==> src/rtl/ppu_vblank_nmi_if.sv <==
`default_nettype none
// ============================================================================
// Module      : ppu_vblank_nmi_if
// Description : Signal bundle between the CPU/bus side and the PPU vblank/NMI
//               timing stage.
//               master : drives dot_en, nmi_enable, status_read,
//                        rendering_enabled; observes position, flags and nmi_n.
//               slave  : the timing stage itself (ppu_vblank_nmi).
// Revision    : 1.0 - initial release
// ============================================================================
interface ppu_vblank_nmi_if;
    logic       dot_en;             // PPU dot tick
    logic       nmi_enable;         // PPUCTRL bit 7
    logic       status_read;        // one-clk pulse, CPU read of $2002
    logic       rendering_enabled;  // PPUMASK bg|sprite enable
    logic [8:0] dot;                // current dot
    logic [8:0] scanline;           // current scanline
    logic       vblank_flag;        // $2002 bit 7
    logic       vblank_status;      // value returned by a $2002 read
    logic       nmi_n;              // active-low NMI request
    logic       frame_odd;          // odd-frame parity
    logic       frame_start;        // pulse on wrap to (0,0)

    modport master (
        output dot_en, nmi_enable, status_read, rendering_enabled,
        input  dot, scanline, vblank_flag, vblank_status, nmi_n,
               frame_odd, frame_start
    );

    modport slave (
        input  dot_en, nmi_enable, status_read, rendering_enabled,
        output dot, scanline, vblank_flag, vblank_status, nmi_n,
               frame_odd, frame_start
    );
endinterface
`default_nettype wire

==> src/rtl/ppu_vblank_nmi.sv <==
`default_nettype none
// ============================================================================
// Module      : ppu_vblank_nmi
// Description : PPU timing stage producing the /NMI line for the CPU's NMI
//               falling-edge detector. Runs the dot/scanline counters, sets
//               and clears the vblank flag, applies PPUCTRL.7 gating and the
//               $2002-read race suppression, and registers nmi_n.
// Ports       : clk  - system clock (posedge)
//               rst  - asynchronous active-high reset
//               bus  - ppu_vblank_nmi_if.slave (inputs dot_en, nmi_enable,
//                      status_read, rendering_enabled; outputs dot, scanline,
//                      vblank_flag, vblank_status, nmi_n, frame_odd,
//                      frame_start)
// Revision    : 1.0 - initial release
// ============================================================================
module ppu_vblank_nmi #(
    parameter int DOTS_PER_LINE   = 341,
    parameter int LINES_PER_FRAME = 262,
    parameter int VBLANK_LINE     = 241,
    parameter int PRERENDER_LINE  = 261
) (
    input  wire logic        clk,
    input  wire logic        rst,
    ppu_vblank_nmi_if.slave  bus
);

    localparam logic [8:0] c_DOT_LAST       = 9'(DOTS_PER_LINE - 1);
    localparam logic [8:0] c_DOT_SKIP       = 9'(DOTS_PER_LINE - 2);
    localparam logic [8:0] c_LINE_LAST      = 9'(LINES_PER_FRAME - 1);
    localparam logic [8:0] c_VBLANK_LINE    = 9'(VBLANK_LINE);
    localparam logic [8:0] c_PRERENDER_LINE = 9'(PRERENDER_LINE);

    logic [8:0] dot_q, dot_d;
    logic [8:0] scanline_q, scanline_d;
    logic       vblank_flag_q, vblank_flag_d;
    logic       nmi_n_q, nmi_n_d;
    logic       frame_odd_q, frame_odd_d;
    logic       frame_start_q, frame_start_d;

    logic       wrap;
    logic       set_event;
    logic       clear_event;

    // ------------------------------------------------------------------
    // Position counters, frame parity and frame_start pulse
    // ------------------------------------------------------------------
    always_comb begin
        dot_d         = dot_q;
        scanline_d    = scanline_q;
        frame_odd_d   = frame_odd_q;
        frame_start_d = 1'b0;
        wrap          = 1'b0;

        if (bus.dot_en) begin
            // Odd frames with rendering on drop the last dot of the
            // pre-render line; rendering_enabled matters only on this tick.
            if (scanline_q == c_PRERENDER_LINE && dot_q == c_DOT_SKIP &&
                frame_odd_q && bus.rendering_enabled) begin
                wrap = 1'b1;
            end else if (dot_q == c_DOT_LAST) begin
                if (scanline_q == c_LINE_LAST) begin
                    wrap = 1'b1;
                end else begin
                    dot_d      = 9'd0;
                    scanline_d = scanline_q + 9'd1;
                end
            end else begin
                dot_d = dot_q + 9'd1;
            end
        end

        if (wrap) begin
            dot_d         = 9'd0;
            scanline_d    = 9'd0;
            frame_odd_d   = ~frame_odd_q;
            frame_start_d = 1'b1;
        end
    end

    // ------------------------------------------------------------------
    // vblank flag: a $2002 read wins over a set on the same edge, so a
    // read landing exactly on the set tick loses that frame's vblank.
    // ------------------------------------------------------------------
    assign set_event   = bus.dot_en && (scanline_q == c_VBLANK_LINE)    && (dot_q == 9'd0);
    assign clear_event = bus.dot_en && (scanline_q == c_PRERENDER_LINE) && (dot_q == 9'd0);

    always_comb begin
        vblank_flag_d = vblank_flag_q;
        if (bus.status_read) begin
            vblank_flag_d = 1'b0;
        end else if (set_event) begin
            vblank_flag_d = 1'b1;
        end else if (clear_event) begin
            vblank_flag_d = 1'b0;
        end
    end

    // nmi_n follows the pre-edge flag and the live enable, one clk behind.
    always_comb begin
        nmi_n_d = ~(vblank_flag_q & bus.nmi_enable);
    end

    always_ff @(posedge clk or posedge rst) begin
        if (rst) begin
            dot_q         <= 9'd0;
            scanline_q    <= 9'd0;
            vblank_flag_q <= 1'b0;
            nmi_n_q       <= 1'b1;
            frame_odd_q   <= 1'b0;
            frame_start_q <= 1'b0;
        end else begin
            dot_q         <= dot_d;
            scanline_q    <= scanline_d;
            vblank_flag_q <= vblank_flag_d;
            nmi_n_q       <= nmi_n_d;
            frame_odd_q   <= frame_odd_d;
            frame_start_q <= frame_start_d;
        end
    end

    assign bus.dot           = dot_q;
    assign bus.scanline      = scanline_q;
    assign bus.vblank_flag   = vblank_flag_q;
    // A read sees the flag as it stood before the read's clearing edge.
    assign bus.vblank_status = vblank_flag_q;
    assign bus.nmi_n         = nmi_n_q;
    assign bus.frame_odd     = frame_odd_q;
    assign bus.frame_start   = frame_start_q;

endmodule
`default_nettype wire
==> src/flat_wrapper.sv <==
// flat-port wrapper written by rule: the top's interface ports become plain ports
module ppu_vblank_nmi_flat 
#(
    parameter int DOTS_PER_LINE   = 341,
    parameter int LINES_PER_FRAME = 262,
    parameter int VBLANK_LINE     = 241,
    parameter int PRERENDER_LINE  = 261
)
  (clk, rst, bus_dot_en, bus_nmi_enable, bus_status_read, bus_rendering_enabled, bus_dot, bus_scanline, bus_vblank_flag, bus_vblank_status, bus_nmi_n, bus_frame_odd, bus_frame_start);
  ppu_vblank_nmi_if bus_i ();
  input  wire logic clk;
  input  wire logic rst;
  input wire logic [$bits(bus_i.dot_en)-1:0] bus_dot_en;
  input wire logic [$bits(bus_i.nmi_enable)-1:0] bus_nmi_enable;
  input wire logic [$bits(bus_i.status_read)-1:0] bus_status_read;
  input wire logic [$bits(bus_i.rendering_enabled)-1:0] bus_rendering_enabled;
  output wire logic [$bits(bus_i.dot)-1:0] bus_dot;
  output wire logic [$bits(bus_i.scanline)-1:0] bus_scanline;
  output wire logic [$bits(bus_i.vblank_flag)-1:0] bus_vblank_flag;
  output wire logic [$bits(bus_i.vblank_status)-1:0] bus_vblank_status;
  output wire logic [$bits(bus_i.nmi_n)-1:0] bus_nmi_n;
  output wire logic [$bits(bus_i.frame_odd)-1:0] bus_frame_odd;
  output wire logic [$bits(bus_i.frame_start)-1:0] bus_frame_start;
  assign bus_i.dot_en = bus_dot_en;
  assign bus_i.nmi_enable = bus_nmi_enable;
  assign bus_i.status_read = bus_status_read;
  assign bus_i.rendering_enabled = bus_rendering_enabled;
  assign bus_dot = bus_i.dot;
  assign bus_scanline = bus_i.scanline;
  assign bus_vblank_flag = bus_i.vblank_flag;
  assign bus_vblank_status = bus_i.vblank_status;
  assign bus_nmi_n = bus_i.nmi_n;
  assign bus_frame_odd = bus_i.frame_odd;
  assign bus_frame_start = bus_i.frame_start;
  ppu_vblank_nmi #(.DOTS_PER_LINE(DOTS_PER_LINE), .LINES_PER_FRAME(LINES_PER_FRAME), .VBLANK_LINE(VBLANK_LINE), .PRERENDER_LINE(PRERENDER_LINE)) u_core (.clk(clk), .rst(rst), .bus(bus_i));
endmodule
==> config.mk <==
export PLATFORM = sky130hd
export DESIGN_NAME = ppu_vblank_nmi_flat
export DESIGN_NICKNAME = d
export VERILOG_FILES = /design/src/rtl/ppu_vblank_nmi_if.sv /design/src/rtl/ppu_vblank_nmi.sv /design/src/flat_wrapper.sv
export SDC_FILE = /design/constraint.sdc
export NUM_CORES = 1
export LEC_CHECK = 0
export ABC_CLOCK_PERIOD_IN_PS = 2100
export CORE_MARGIN = 4
export CORE_UTILIZATION = 48
export DETAILED_ROUTE_END_ITERATION = 12
export PLACE_DENSITY = 0.78
export SLEW_MARGIN = 5
export SYNTH_ARGS = -nofsm -noshare
export SYNTH_HDL_FRONTEND = slang
export SYNTH_SLANG_ARGS = --single-unit
==> constraint.sdc <==
create_clock -name clk -period 2.1 [get_ports clk]
set_clock_uncertainty 0.15 [all_clocks]
set_input_delay 0.21 -clock clk [delete_from_list [all_inputs] [get_ports clk]]
set_output_delay 0.21 -clock clk [all_outputs]
set_load 0.02 [all_outputs]
# --- Yosys cells after proc, flatten, opt, wreduce, memory -nomap -nowiden ---
# Index checks and enable logic that the tools add are counted.
classes:
  n_addsub: 2
  n_eq_ne: 7
  muxes: 18
  bitwise: 3
  n_reduce_logical: 13
ops:
  columns: ["operator", "count"]
  rows:
  - ["two-way mux 9 bit", 10]
  - ["== test 9 bit (second input constant)", 3]
  - ["adder 9 x 1 -> 9 bit (second input constant)", 2]
  - ["== test 9 x 8 -> 1 bit (second input constant)", 1]
  - ["logical NOT 9 bit", 1]
  - ["two-way mux 1 bit", 8]
  - ["logical AND 1 bit", 7]
  - ["!= test 2 x 1 -> 1 bit (second input constant)", 2]
  - ["AND reduction 4 bit", 1]
  - ["nonzero test 2 bit", 2]
  - ["!= test 3 x 2 -> 1 bit (second input constant)", 1]
  - ["AND reduction 3 bit", 1]
  - ["nonzero test 3 bit", 1]
  - ["NOT 1 bit", 2]
  - ["bitwise AND 1 bit", 1]
word_totals:
  ff_bits: 22
  input_bits: 6

# --- Depth between registers and ports, before layout ---
depth:
  ltp_word: 8
  depth_mapped: 6

# --- Worst setup path after synthesis ---
# OpenSTA, ideal clock, no wires.
synth_timing:
  path_kind: "reg-to-reg"
  from: "register u_core.dot_q[0], in the netlist u_core.bus.dot[0]"
  to: "register u_core.scanline_q[0], in the netlist u_core.bus.scanline[0]"
  t_arrival_ns: 1.756
  required_ns: 1.825
  path_slack_ns: 0.069
  path_stages_with_launch: 6
  n_path_buf: 0
  period_less_slack_ns: 2.031
  path_cell_list: "dfrtp_1 -> ha_1 -> and4b_1 -> a32oi_4 -> nor2_4 -> mux2_2"
synth_between:
  elab_chain_len: 8
  word_cells_on_any_way: 14
  cone_classes: "4 x eq/ne; 4 x mux; 6 x reduce/logical"
synth_lines:
  columns: ["item", "line_no", "text"]
  rows:
  - ["start: declaration", "ppu_vblank_nmi.sv:33", "logic [8:0] dot_q, dot_d;"]
  - ["start signal: assignment", "ppu_vblank_nmi.sv:112", "dot_q <= dot_d;"]
  - ["== test 9 bit", "ppu_vblank_nmi.sv:57", "if (scanline_q == c_PRERENDER_LINE && dot_q == c_DOT_SKIP &&"]
  - ["logical AND 1 bit (2 in a row)", "ppu_vblank_nmi.sv:57", null]
  - ["logical AND 1 bit", "ppu_vblank_nmi.sv:58", "frame_odd_q && bus.rendering_enabled) begin"]
  - ["two-way mux 1 bit", "ppu_vblank_nmi.sv:57", null]
  - ["two-way mux 1 bit", "ppu_vblank_nmi.sv:54", "if (bus.dot_en) begin"]
  - ["!= test 2 x 1 -> 1 bit (no line) / nonzero test 2 bit (equally long branches)", null, null]
  - ["AND reduction 4 bit (no line)", null, null]
  - ["end signal: assignment", "ppu_vblank_nmi.sv:113", "scanline_q <= scanline_d;"]
  - ["end: declaration", "ppu_vblank_nmi.sv:34", "logic [8:0] scanline_q, scanline_d;"]
# Several ways; a longest one is shown, not always the timed one.
# A chain may end at the register's enable or synchronous reset.

# --- Worst setup path after layout ---
layout_timing:
  from: "register u_core.scanline_q[6], in the netlist u_core.bus.scanline[6]"
  to: "register u_core.scanline_q[5], in the netlist u_core.bus.scanline[5]"
layout_between:
  elab_chain_len: 8
  word_cells_on_any_way: 14
  cone_classes: "3 x eq/ne; 5 x mux; 6 x reduce/logical"
layout_lines:
  columns: ["item", "line_no"]
  rows:
  - ["== test 9 bit *", "ppu_vblank_nmi.sv:57, ppu_vblank_nmi.sv:61"]
  - ["logical AND 1 bit (2 in a row)", "ppu_vblank_nmi.sv:57"]
  - ["logical AND 1 bit", "ppu_vblank_nmi.sv:58"]
  - ["two-way mux 1 bit", "ppu_vblank_nmi.sv:57"]
  - ["two-way mux 1 bit", "ppu_vblank_nmi.sv:54"]
  - ["!= test 2 x 1 -> 1 bit (no line) / nonzero test 2 bit (equally long branches)", null]
  - ["AND reduction 4 bit (no line)", null]
# Mark *: on every way between the ends. The rest lies on a longest branch, timed or not.

==> impl_metrics.csv <==
group,metric,value,unit
yosys,synth_edf_count,0,
finish,n_antenna_cell,0,
clock_network,cts_buffer_depth,2,
yosys,synth_top_area_share,43.5,%
min_path,holdCritPathClass,"input pin to async pin",
grt,antenna_found_initial,0,
yosys,yosysTopAreaCell,"dfrtp_1",
clock_network,cts_root_buffer,"clkbuf_4",
finish,fin_util,70.0,%
finish,layout.nets,160,
status,outcome,"finished, violations left",
floorplanning,coreArea,0.00230,mm2
critical_path,r2r_end,"u_core.bus.scanline[5]",
sta,period_needed,2110,ps
route,wire_per_inst,16.7,um
yosys,synth_cell_type_count,35,
critical_path,r2r-start,"u_core.bus.scanline[6]",
sta,fin_ws,-14.3,ps
grt,grt_pass1_vias,1021,
critical_path,cp.required,2200,ps
yosys,synthFlopType,"dfrtp_1",
clock_network,clk_pin_slew,130,ps
yosys,synth_nets,121,
floorplanning,die_width,58.2,um
clock_network,cts_buffers,3,
yosys,synth.most_common_cell,"dfrtp_1",
route,via_count,1052,
sta,fmax,0.473,GHz
grt,grt_use_total,19.1,%
grt,grt_max_degree,23,
pwr,p_leak,0.719,nW
sta,worstMarginPinSlew,448,ps
grt,grt_overflow,0,
critical_path,path_class,"flip-flop to flip-flop",
yosys,ys_seq_area_share,45.7,%
yosys,synth.avg_cell_area,10.9,um2
clock_network,clock-sinks,22,
critical_path,rrSetupSlack,-10,ps
floorplanning,initial_core_util,52.6,%
clock_network,insertion_delay,310,ps
critical_path,endpoint_kind,"flip-flop",
sta,max_slew_margin,69.9,%
route,drt_iter0_markers,30,
route,viasPerCell,5.94,
yosys,ys_ff_latch,22,
critical_path,start_kind,"flip-flop",
finish,layout-drive-gt1-share,15.4,%
placement,dp_hpwl,2.14,mm
status,violations,"setup timing",
pwr,p_total,0.00136,W
critical_path,critPathMaxFanout,8,
route,wl,2.96,mm
yosys,synth_area_leaders,"dfrtp_1 (43%), xor2_1 (7.2%), ha_1 (4.1%)",
placement,gp_congestion,0.905,
yosys,synthArstFlopShare,100,%
floorplanning,die_area,0.00338,mm2
floorplanning,ioPinCount,29,
placement,port_buffers,28,
floorplanning,die_h,58.2,um
yosys,ys_top_cells_by_count,"dfrtp_1 (21), xor2_1 (10), nand3_1 (9), nor2_1 (9), nand2_1 (6)",
route,drc_errors,0,
critical_path,arrival,2210,ps
pwr,power_density,848,mW/mm2
sta,slew_violations,0,
grt,grt_pass1_wl,4.95,mm
floorplanning,row_count,17,
critical_path,r2r_cells,4,
yosys,netlist_instances,111,
sta,hold_viol_final,0,
pwr,peakVddDrop,791,uV
route,ant_nets,0,
finish,syn_to_final_growth,33.1,%
yosys,syn_area,0.00121,mm2
yosys,synth_warnings,0,
clock_network,cts_hold_buf,0,
job,drv_cap,0,
sta,setup_violations,1,
clock_network,htree_levels,1,
sta,period_share,101,%
clock_network,cts_tree,"built",
route,first_pass_iters,4,
## layout by cell type, fill, tap and decap left out, types with 2 or more instances in the layout
cell	count
xor2_1	10
clkdlybuf4s50_1	28
nor2_1	9
nor4_1	2
nor3_1	3
and3_1	4
mux2i_1	2
xnor2_1	3
o31ai_1	2
dfrtp_1	21
nor4b_4	2
mux2_2	2
clkbuf_4	3
nand4_1	4
a21oi_1	3
o21ai_0	3
nand2_1	6
nand3_1	9
inv_1	4
ha_1	4
buf_4	9
## metal layers
metal  routed length (um)  part of all wire [%]  vias up  global-route usage (%)
met4                   57                   1.9        0                    6.62
met3                  179                   6.1        7                    2.45
met2                 1450                    49       47                    32.3
met1                 1270                    43      515                    25.0
met5                    0                     0        -                       0
li1                     -                     -      483                       -
## where the power goes
group / internal [W] / total (W) / switching (W)
Clock: 0.0000741 / 0.000201 / 0.000127
Combinational: 0.000271 / 0.000578 / 0.000306
Sequential: 0.000488 / 0.000585 / 0.0000968
Total: 0.000834 / 0.00136 / 0.000530
## through the flow
stage	setup TNS (ps)	hold slack (ps)	setup slack [ps]	cells	area, um2
after floorplan	0	48.5	69.2	111	1210
after global placement	0	283	147	173	1570
after detailed placement	0	323	58.2	173	1570
after CTS	0	82.2	13.6	177	1590
after global routing	-91.6	104	-89.7	177	1610
final	-14.3	69.6	-14.3	177	1610
## critical path, stage by stage, from the launching register on
cell	delay (ps)
dfrtp_1	490
nor4b_4	460
a32oi_4	270
nor4_1	500
xor2_1	180
## logic make-up (layout without fill, tap and decap cells)
group | after synthesis | count (layout) | synth area share [%]
AO/OA/AOI/OAI | 12 | 12 | 7.87
XOR/XNOR | 13 | 13 | 9.42
buffers and inverters | 7 | 45 | 3.21
AND/OR/NAND/NOR | 49 | 49 | 26.2
multiplexers | 4 | 4 | 3.52
adder cells (fa/ha/maj) | 4 | 4 | 4.14
flip-flops | 22 | 22 | 45.7
## worst max path at each step
stage / depth (start not counted) / end / start
after floorplan: 5 / u_core.bus.scanline[0] / u_core.bus.dot[0]
after global placement: 4 / u_core.bus.scanline[7] / u_core.bus.scanline[6]
after detailed placement: 4 / u_core.bus.scanline[7] / u_core.bus.scanline[6]
after CTS: 4 / u_core.bus.scanline[7] / u_core.bus.scanline[6]
after global routing: 6 / u_core.bus.scanline[5] / u_core.bus.scanline[1]
final: 4 / u_core.bus.scanline[5] / u_core.bus.scanline[6]
## repair_timing
item	in CTS	in global routing
resized for setup	0	2
setup endpoints to repair	0	1
buffers inserted	0	0
endpoints found under the hold margin	0	0
## layout make-up
cell class | count | area (um2)
Timing Repair Buffer | 37 | 348
Clock buffer | 4 | 26.3
Tap cell | 28 | 35.0
Inverter | 4 | 15.0
Multi-Input combinational cell | 82 | 633
Sequential cell | 22 | 552
Fill cell | 186 | 688
## state kept, by name (all words and copies together), names as in the netlist
signal / cells
u_core.bus.vblank_flag: 1
u_core.bus.frame_start: 1
u_core.bus.nmi_n: 1
u_core.bus.frame_odd: 1
u_core.bus.dot: 9
u_core.bus.scanline: 9
(Power assumes the default switching activity.)
